**src/rtl/mram_if_pkg.sv**
```systemverilog
// Shared constants and FSM encoding for the MRAM serial command interface.
package mram_if_pkg;

   localparam int ADDR_W_DEF = 20;
   localparam int DATA_W_DEF = 16;

   localparam logic [2:0] SEL_IDLE  = 3'b000;
   localparam logic [2:0] SEL_WRITE = 3'b011;
   localparam logic [2:0] SEL_READ  = 3'b010;

   typedef enum logic [2:0] {
      ST_IDLE,
      ST_SETUP,
      ST_SHIFT,
      ST_FLUSH,
      ST_CAPTURE,
      ST_DONE
   } tx_state_t;

endpackage

```
**src/rtl/mram_piso_shift.sv**
```systemverilog
// Loadable parallel-in/serial-out shifter, LSB first. The bit counter saturates
// once all W bits have been presented, which raises 'empty'.
module mram_piso_shift
   import mram_if_pkg::*;
#(
   parameter int W = ADDR_W_DEF
) (
   input  logic         clk,
   input  logic         rst,
   input  logic         load,
   input  logic         shift_en,
   input  logic [W-1:0] load_data,
   output logic         lsb,
   output logic         empty
);

   localparam int CNT_W = $clog2(W + 1);

   logic [W-1:0]     shreg;
   logic [CNT_W-1:0] bit_cnt;

   always_ff @(posedge clk or negedge rst) begin
      if (!rst) begin
         shreg   <= '0;
         bit_cnt <= '0;
      end else if (load) begin
         shreg   <= load_data;
         bit_cnt <= '0;
      end else if (shift_en && !empty) begin
         shreg   <= shreg >> 1;
         bit_cnt <= bit_cnt + CNT_W'(1);
      end
   end

   assign lsb   = shreg[0];
   assign empty = (bit_cnt == CNT_W'(W));

endmodule

```
**src/rtl/mram_serial_cmd_tx.sv**
```systemverilog
// Serialises one parallel MRAM command onto the serial address/data lines.
// Optional read-back capture is enabled by defining READBACK_CAPTURE_EN.
module mram_serial_cmd_tx
   import mram_if_pkg::*;
#(
   parameter int ADDR_W     = ADDR_W_DEF,
   parameter int DATA_W     = DATA_W_DEF,
   parameter int RST_CYCLES = 2,
   parameter int RD_LAT     = 2
) (
   input  logic              clk,
   input  logic              rst,
   input  logic              cmd_valid,
   output logic              cmd_ready,
   input  logic              cmd_write,
   input  logic [ADDR_W-1:0] cmd_addr,
   input  logic [DATA_W-1:0] cmd_wdata,
   output logic              mram_rst,
   output logic [2:0]        rw_sel,
   output logic              ser_addr,
   output logic              ser_wdata,
   input  logic              ser_rdata,
   output logic [DATA_W-1:0] rd_data,
   output logic              rd_valid,
   output logic              done
);

`ifdef READBACK_CAPTURE_EN
   localparam bit CAPTURE_EN = 1'b1;
   logic [DATA_W-1:0] cap_sr;
`else
   localparam bit CAPTURE_EN = 1'b0;
   logic unused_rdata;
   assign unused_rdata = ser_rdata;
`endif

   tx_state_t         state;
   logic [4:0]        cnt;
   logic              cap_rd;
   logic [4:0]        flush_last;
   logic              load;
   logic              shift_en;
   logic [DATA_W-1:0] wdata_load;
   logic              addr_lsb;
   logic              addr_empty;
   logic              wdata_lsb;
   logic              wdata_empty;

   assign load       = (state == ST_IDLE) && cmd_valid && cmd_ready;
   assign shift_en   = (state == ST_SETUP) || ((state == ST_SHIFT) && !addr_empty);
   assign wdata_load = cmd_write ? cmd_wdata : '0;
   // Capturing reads wait RD_LAT cycles for the read-back; all others hold reset RST_CYCLES.
   assign flush_last = cap_rd ? 5'(RD_LAT - 1) : 5'(RST_CYCLES - 1);

   mram_piso_shift #(.W(ADDR_W)) u_addr_shift (
      .clk       (clk),
      .rst       (rst),
      .load      (load),
      .shift_en  (shift_en),
      .load_data (cmd_addr),
      .lsb       (addr_lsb),
      .empty     (addr_empty)
   );

   mram_piso_shift #(.W(DATA_W)) u_wdata_shift (
      .clk       (clk),
      .rst       (rst),
      .load      (load),
      .shift_en  (shift_en),
      .load_data (wdata_load),
      .lsb       (wdata_lsb),
      .empty     (wdata_empty)
   );

   always_ff @(posedge clk or negedge rst) begin
      if (!rst) begin
         state     <= ST_IDLE;
         cnt       <= '0;
         cap_rd    <= 1'b0;
         cmd_ready <= 1'b1;
         mram_rst  <= 1'b1;
         rw_sel    <= SEL_IDLE;
         ser_addr  <= 1'b0;
         ser_wdata <= 1'b0;
         rd_data   <= '0;
         rd_valid  <= 1'b0;
         done      <= 1'b0;
`ifdef READBACK_CAPTURE_EN
         cap_sr    <= '0;
`endif
      end else begin
         done     <= 1'b0;
         rd_valid <= 1'b0;
         case (state)
            ST_IDLE: begin
               if (load) begin
                  state     <= ST_SETUP;
                  cmd_ready <= 1'b0;
                  mram_rst  <= 1'b0;
                  rw_sel    <= cmd_write ? SEL_WRITE : SEL_READ;
                  cap_rd    <= CAPTURE_EN && !cmd_write;
               end
            end
            ST_SETUP: begin
               state     <= ST_SHIFT;
               ser_addr  <= addr_lsb;
               ser_wdata <= wdata_lsb && !wdata_empty;
            end
            ST_SHIFT: begin
               if (addr_empty) begin
                  state     <= ST_FLUSH;
                  cnt       <= '0;
                  ser_addr  <= 1'b0;
                  ser_wdata <= 1'b0;
                  mram_rst  <= !cap_rd;
               end else begin
                  ser_addr  <= addr_lsb;
                  ser_wdata <= wdata_lsb && !wdata_empty;
               end
            end
            ST_FLUSH: begin
               if (cnt == flush_last) begin
                  cnt <= '0;
                  if (cap_rd) begin
                     state <= ST_CAPTURE;
                  end else begin
                     state    <= ST_DONE;
                     done     <= 1'b1;
                     rw_sel   <= SEL_IDLE;
                     mram_rst <= 1'b1;
                  end
               end else begin
                  cnt <= cnt + 5'd1;
               end
            end
`ifdef READBACK_CAPTURE_EN
            ST_CAPTURE: begin
               cap_sr <= {ser_rdata, cap_sr[DATA_W-1:1]};
               if (cnt == 5'(DATA_W - 1)) begin
                  state    <= ST_DONE;
                  rd_data  <= {ser_rdata, cap_sr[DATA_W-1:1]};
                  rd_valid <= 1'b1;
                  done     <= 1'b1;
                  rw_sel   <= SEL_IDLE;
                  mram_rst <= 1'b1;
               end else begin
                  cnt <= cnt + 5'd1;
               end
            end
`endif
            ST_DONE: begin
               state     <= ST_IDLE;
               cmd_ready <= 1'b1;
            end
            default: begin
               state <= ST_IDLE;
            end
         endcase
      end
   end

endmodule

```
**config.mk**
```make
export PLATFORM = sky130hd
export DESIGN_NAME = mram_serial_cmd_tx
export DESIGN_NICKNAME = d
export VERILOG_FILES = /design/src/rtl/mram_if_pkg.sv /design/src/rtl/mram_piso_shift.sv /design/src/rtl/mram_serial_cmd_tx.sv
export SDC_FILE = /design/constraint.sdc
export NUM_CORES = 1
export LEC_CHECK = 0
export BUFFER_PORTS_ARGS = -buffer_cell sky130_fd_sc_hd__buf_2
export CAP_MARGIN = 10
export CORE_UTILIZATION = 54
export CTS_CLUSTER_SIZE = 8
export DETAILED_ROUTE_END_ITERATION = 6
export GPL_TIMING_DRIVEN = 0
export PLACE_DENSITY = 0.77
export SYNTH_ARGS = -nofsm -noshare
export SYNTH_HDL_FRONTEND = slang
export SYNTH_SLANG_ARGS = --single-unit
```
**constraint.sdc**
```tcl
create_clock -name clk -period 2.3 [get_ports clk]
set_clock_uncertainty 0.2 [all_clocks]
set_input_delay 0.23 -clock clk [delete_from_list [all_inputs] [get_ports clk]]
set_output_delay 0.23 -clock clk [all_outputs]
set_load 0.03 [all_outputs]
```
==> impl_metrics.tcl <==
set metrics [dict create \
    status "complete, no violations" \
    htreeDepth 3 \
    cts_tree "done" \
    rsz0062_at_grt "no" \
    dp_hpwl_mm 4.65 \
    grt_pass1_wl_mm 12.2 \
    grt_overflow 0 \
    startpoint_type "flip-flop" \
    ant_nets 0 \
    slew_headroom_pct 61.4 \
    core_um2 5540 \
    area_delta_synth_final_pct 31.9 \
    wl_per_cell_um 14.4 \
    cts_made_buffers 9 \
    diodes 0 \
    maxSlewViolCount 0 \
    critPathSlowestCell "dfrtp_1" \
    yosysWarnings 16 \
    antenna_found_initial 0 \
    vias 2691 \
    dp_cells 443 \
    max_freq_mhz 459 \
    p_sw_mw 1.74 \
    end_kind "flip-flop" \
    num_io_pins 66 \
    synth_edf_count 0 \
    synth.distinct_cells 47 \
    dieArea_um2 6100 \
    hold_violations 0 \
    max_stage_delay_ps 390 \
    via_per_inst 5.39 \
    synth.avg_cell_area_um2 10.2 \
    fp-row-count 27 \
    cts_root_buf "clkbuf_8" \
    path_clk_slew_ps 70 \
    layout-drive-gt1-share_pct 26.9 \
    critPathRequiredTime_ps 2330 \
    die_h_um 78.1 \
    drt-total-wl_mm 7.20 \
    postSynth.asyncResetShare_pct 100 \
    io_buffers 46 \
    setup_viol 0 \
    p_int_mw 2.64 \
    ys.flop_type "dfrtp_1" \
    combPwrFrac_pct 43.6 \
    p_seq_share_pct 36.0 \
    drt_pass1_iterations 4 \
    syn_area_um2 3130 \
    switching_share_pct 39.7 \
    total_power_mw 4.38 \
    stdcell_count 499 \
    drcViolationCount 0 \
    syn-instance-count 307 \
    die_x_um 78.1 \
    grt_max_degree 42 \
    vdd_drop_max_mv 0.667 \
    cap_violations 0 \
    grt_pass1_vias 2622 \
    yosysSeqAreaShare_pct 48.9 \
    grt_util_all_layers_pct 26.1 \
    fin_nets 471 \
    clk_latency_ps 340 \
    start_util_pct 56.5 \
    drt_iter0_drc 211 \
    setup-tns-final_ps 0 \
    clkPwrFrac_pct 20.4 \
    crit_type "reg2reg" \
    path_cells "inv_1, ha_1, and4b_1, buf_6, or3_1, buf_2, buf_6, nand3_1, nand2_1" \
    gp_congestion 0.818 \
    cts.sinks 61 \
    finalCritPeriodShare_pct 94.8 \
    ctsLongestPathBuffers 2 \
    cp.arrival_ps 2210 \
    hold_class "in2reg" \
    period_needed_ps 2180 \
    crit_top_cell "buf_6" \
    setup_ws_ps 119 \
    worstMarginPinSlew_ps 574 \
    worst-path-max-fanout 10 \
    p_per_area_nw_per_um2 1060 \
    power.leakage_nw 2.17 \
    whs_ps 42.2 \
    pre_cts_slack_ps 78.0 \
    ys_ff_latch 61 \
]
## cells in the mapped netlist (3+ instances only)
master    instances  share of area [%]
nand2b_1          4               0.80
nor2b_1           3               0.60
buf_2            12                1.9
nor4_1            3               0.60
dfrtp_1          59                 47
inv_1            10                1.2
nand3_1          26                4.2
nor2_1            8               0.96
nand2_1          35                4.2
o21ai_0          15                2.4
buf_4            19                4.6
a21oi_1           5               0.80
ha_1              6                2.4
xnor2_1           3               0.84
mux2i_1           4                1.3
a22oi_1          20                4.8
a221o_1          15                4.8
clkbuf_1          3               0.36
and3_1           16                3.2
nor3_1            4               0.64
buf_6             4                1.4
## worst paths after layout
| path | slack, ps | from | cells after the start | endpoint |
|---|---|---|---|---|
| worst max-delay path | 120 | u_addr_shift.bit_cnt[0] | 9 | u_addr_shift.shreg[12] |
| worst min-delay path | 40 | cmd_wdata[15] | 3 | u_wdata_shift.shreg[15] |
| worst max register to register | 120 | u_addr_shift.bit_cnt[0] | 9 | u_addr_shift.shreg[12] |
| worst min register to register | 260 | mram_rst | 2 | mram_rst |
| max in group asynchronous | 1060 | rst | 3 | cmd_ready |
| min in group asynchronous | 200 | rst | 2 | u_addr_shift.shreg[12] |
## logic make-up after synthesis
group | Yosys count | synth area share, %
and+or+nand+nor | 111 | 19.0
xor gates and xnor gates | 4 | 1.36
AOI/OAI and AO/OA | 71 | 17.3
buffers and inverters | 49 | 9.64
other | 1 | 0.120
DFF | 61 | 48.9
adders and majority gates | 6 | 2.40
muxes | 4 | 1.28
## metrics by stage
step,area (um2),utilization (%)
after floorplan,3190,-
after global placement,3510,63.4
after detailed placement,3530,63.8
after CTS,4080,73.6
after global routing,4130,74.5
final,4130,74.5
## sequential cells by signal (all words and copies together) (netlist names)
register               flops
u_addr_shift.bit_cnt       5
mram_rst                   1
u_addr_shift.shreg        20
state                      3
ser_addr                   1
done                       1
cmd_ready                  1
cnt                        5
ser_wdata                  1
rw_sel                     2
u_wdata_shift.bit_cnt      5
u_wdata_shift.shreg       16
## layout make-up
class,instances,area (um2)
flip-flops and latches,61,1530
plain buffers,39,268
inverters,10,37.5
multi-input cells,214,1360
well taps,72,90.1
clock buffers,13,179
repair buffers,89,656
fillers,419,1410
clock inverters,1,5.00
## layout by cell type, fill, tap and decap left out, drive strengths merged, types with 8 or more instances in the layout
| cell | n |
|---|---|
| nor2 | 8 |
| nand2 | 35 |
| a22oi | 20 |
| nand3 | 26 |
| buf | 88 |
| a221o | 15 |
| and3 | 16 |
| clkbuf | 17 |
| inv | 10 |
| dfrtp | 59 |
| dlygate4sd3 | 36 |
| o21ai | 15 |
| conb | 18 |
## power by group through the flow
| stage | Sequential [mW] | Combinational [mW] | Clock [mW] |
|---|---|---|---|
| after floorplan | 1.61 | 1.33 | 0 |
| after global placement | 1.58 | 1.75 | 0 |
| after detailed placement | 1.59 | 1.79 | 0 |
| after CTS | 1.58 | 1.85 | 0.910 |
| after global routing | 1.62 | 2.12 | 0.959 |
| final | 1.58 | 1.91 | 0.894 |
## metal layers
| layer | part of all wire (%) | vias up | GRT usage [%] |
|---|---|---|---|
| met3 | 4.5 | 11 | 6.05 |
| li1 | - | 1307 | - |
| met5 | 0 | - | 0 |
| met4 | 1.3 | 0 | 10.0 |
| met1 | 46 | 1305 | 34.5 |
| met2 | 49 | 68 | 41.6 |
## worst max-delay path: cells and delay by family (launching register included)
kind	cells	cell delay, ps
AND/OR/NAND/NOR	4	710
buffers and inverters	4	560
flip-flops	1	390
adder cells (fa/ha/maj)	1	210
## what timing repair did
item                                   CTS  global route
hold buffers                            36             0
resized for setup                        0             4
setup endpoints to repair                0            11
setup buffers                            0             6
endpoints found under the hold margin   55             0
(Power assumes the default switching activity.)
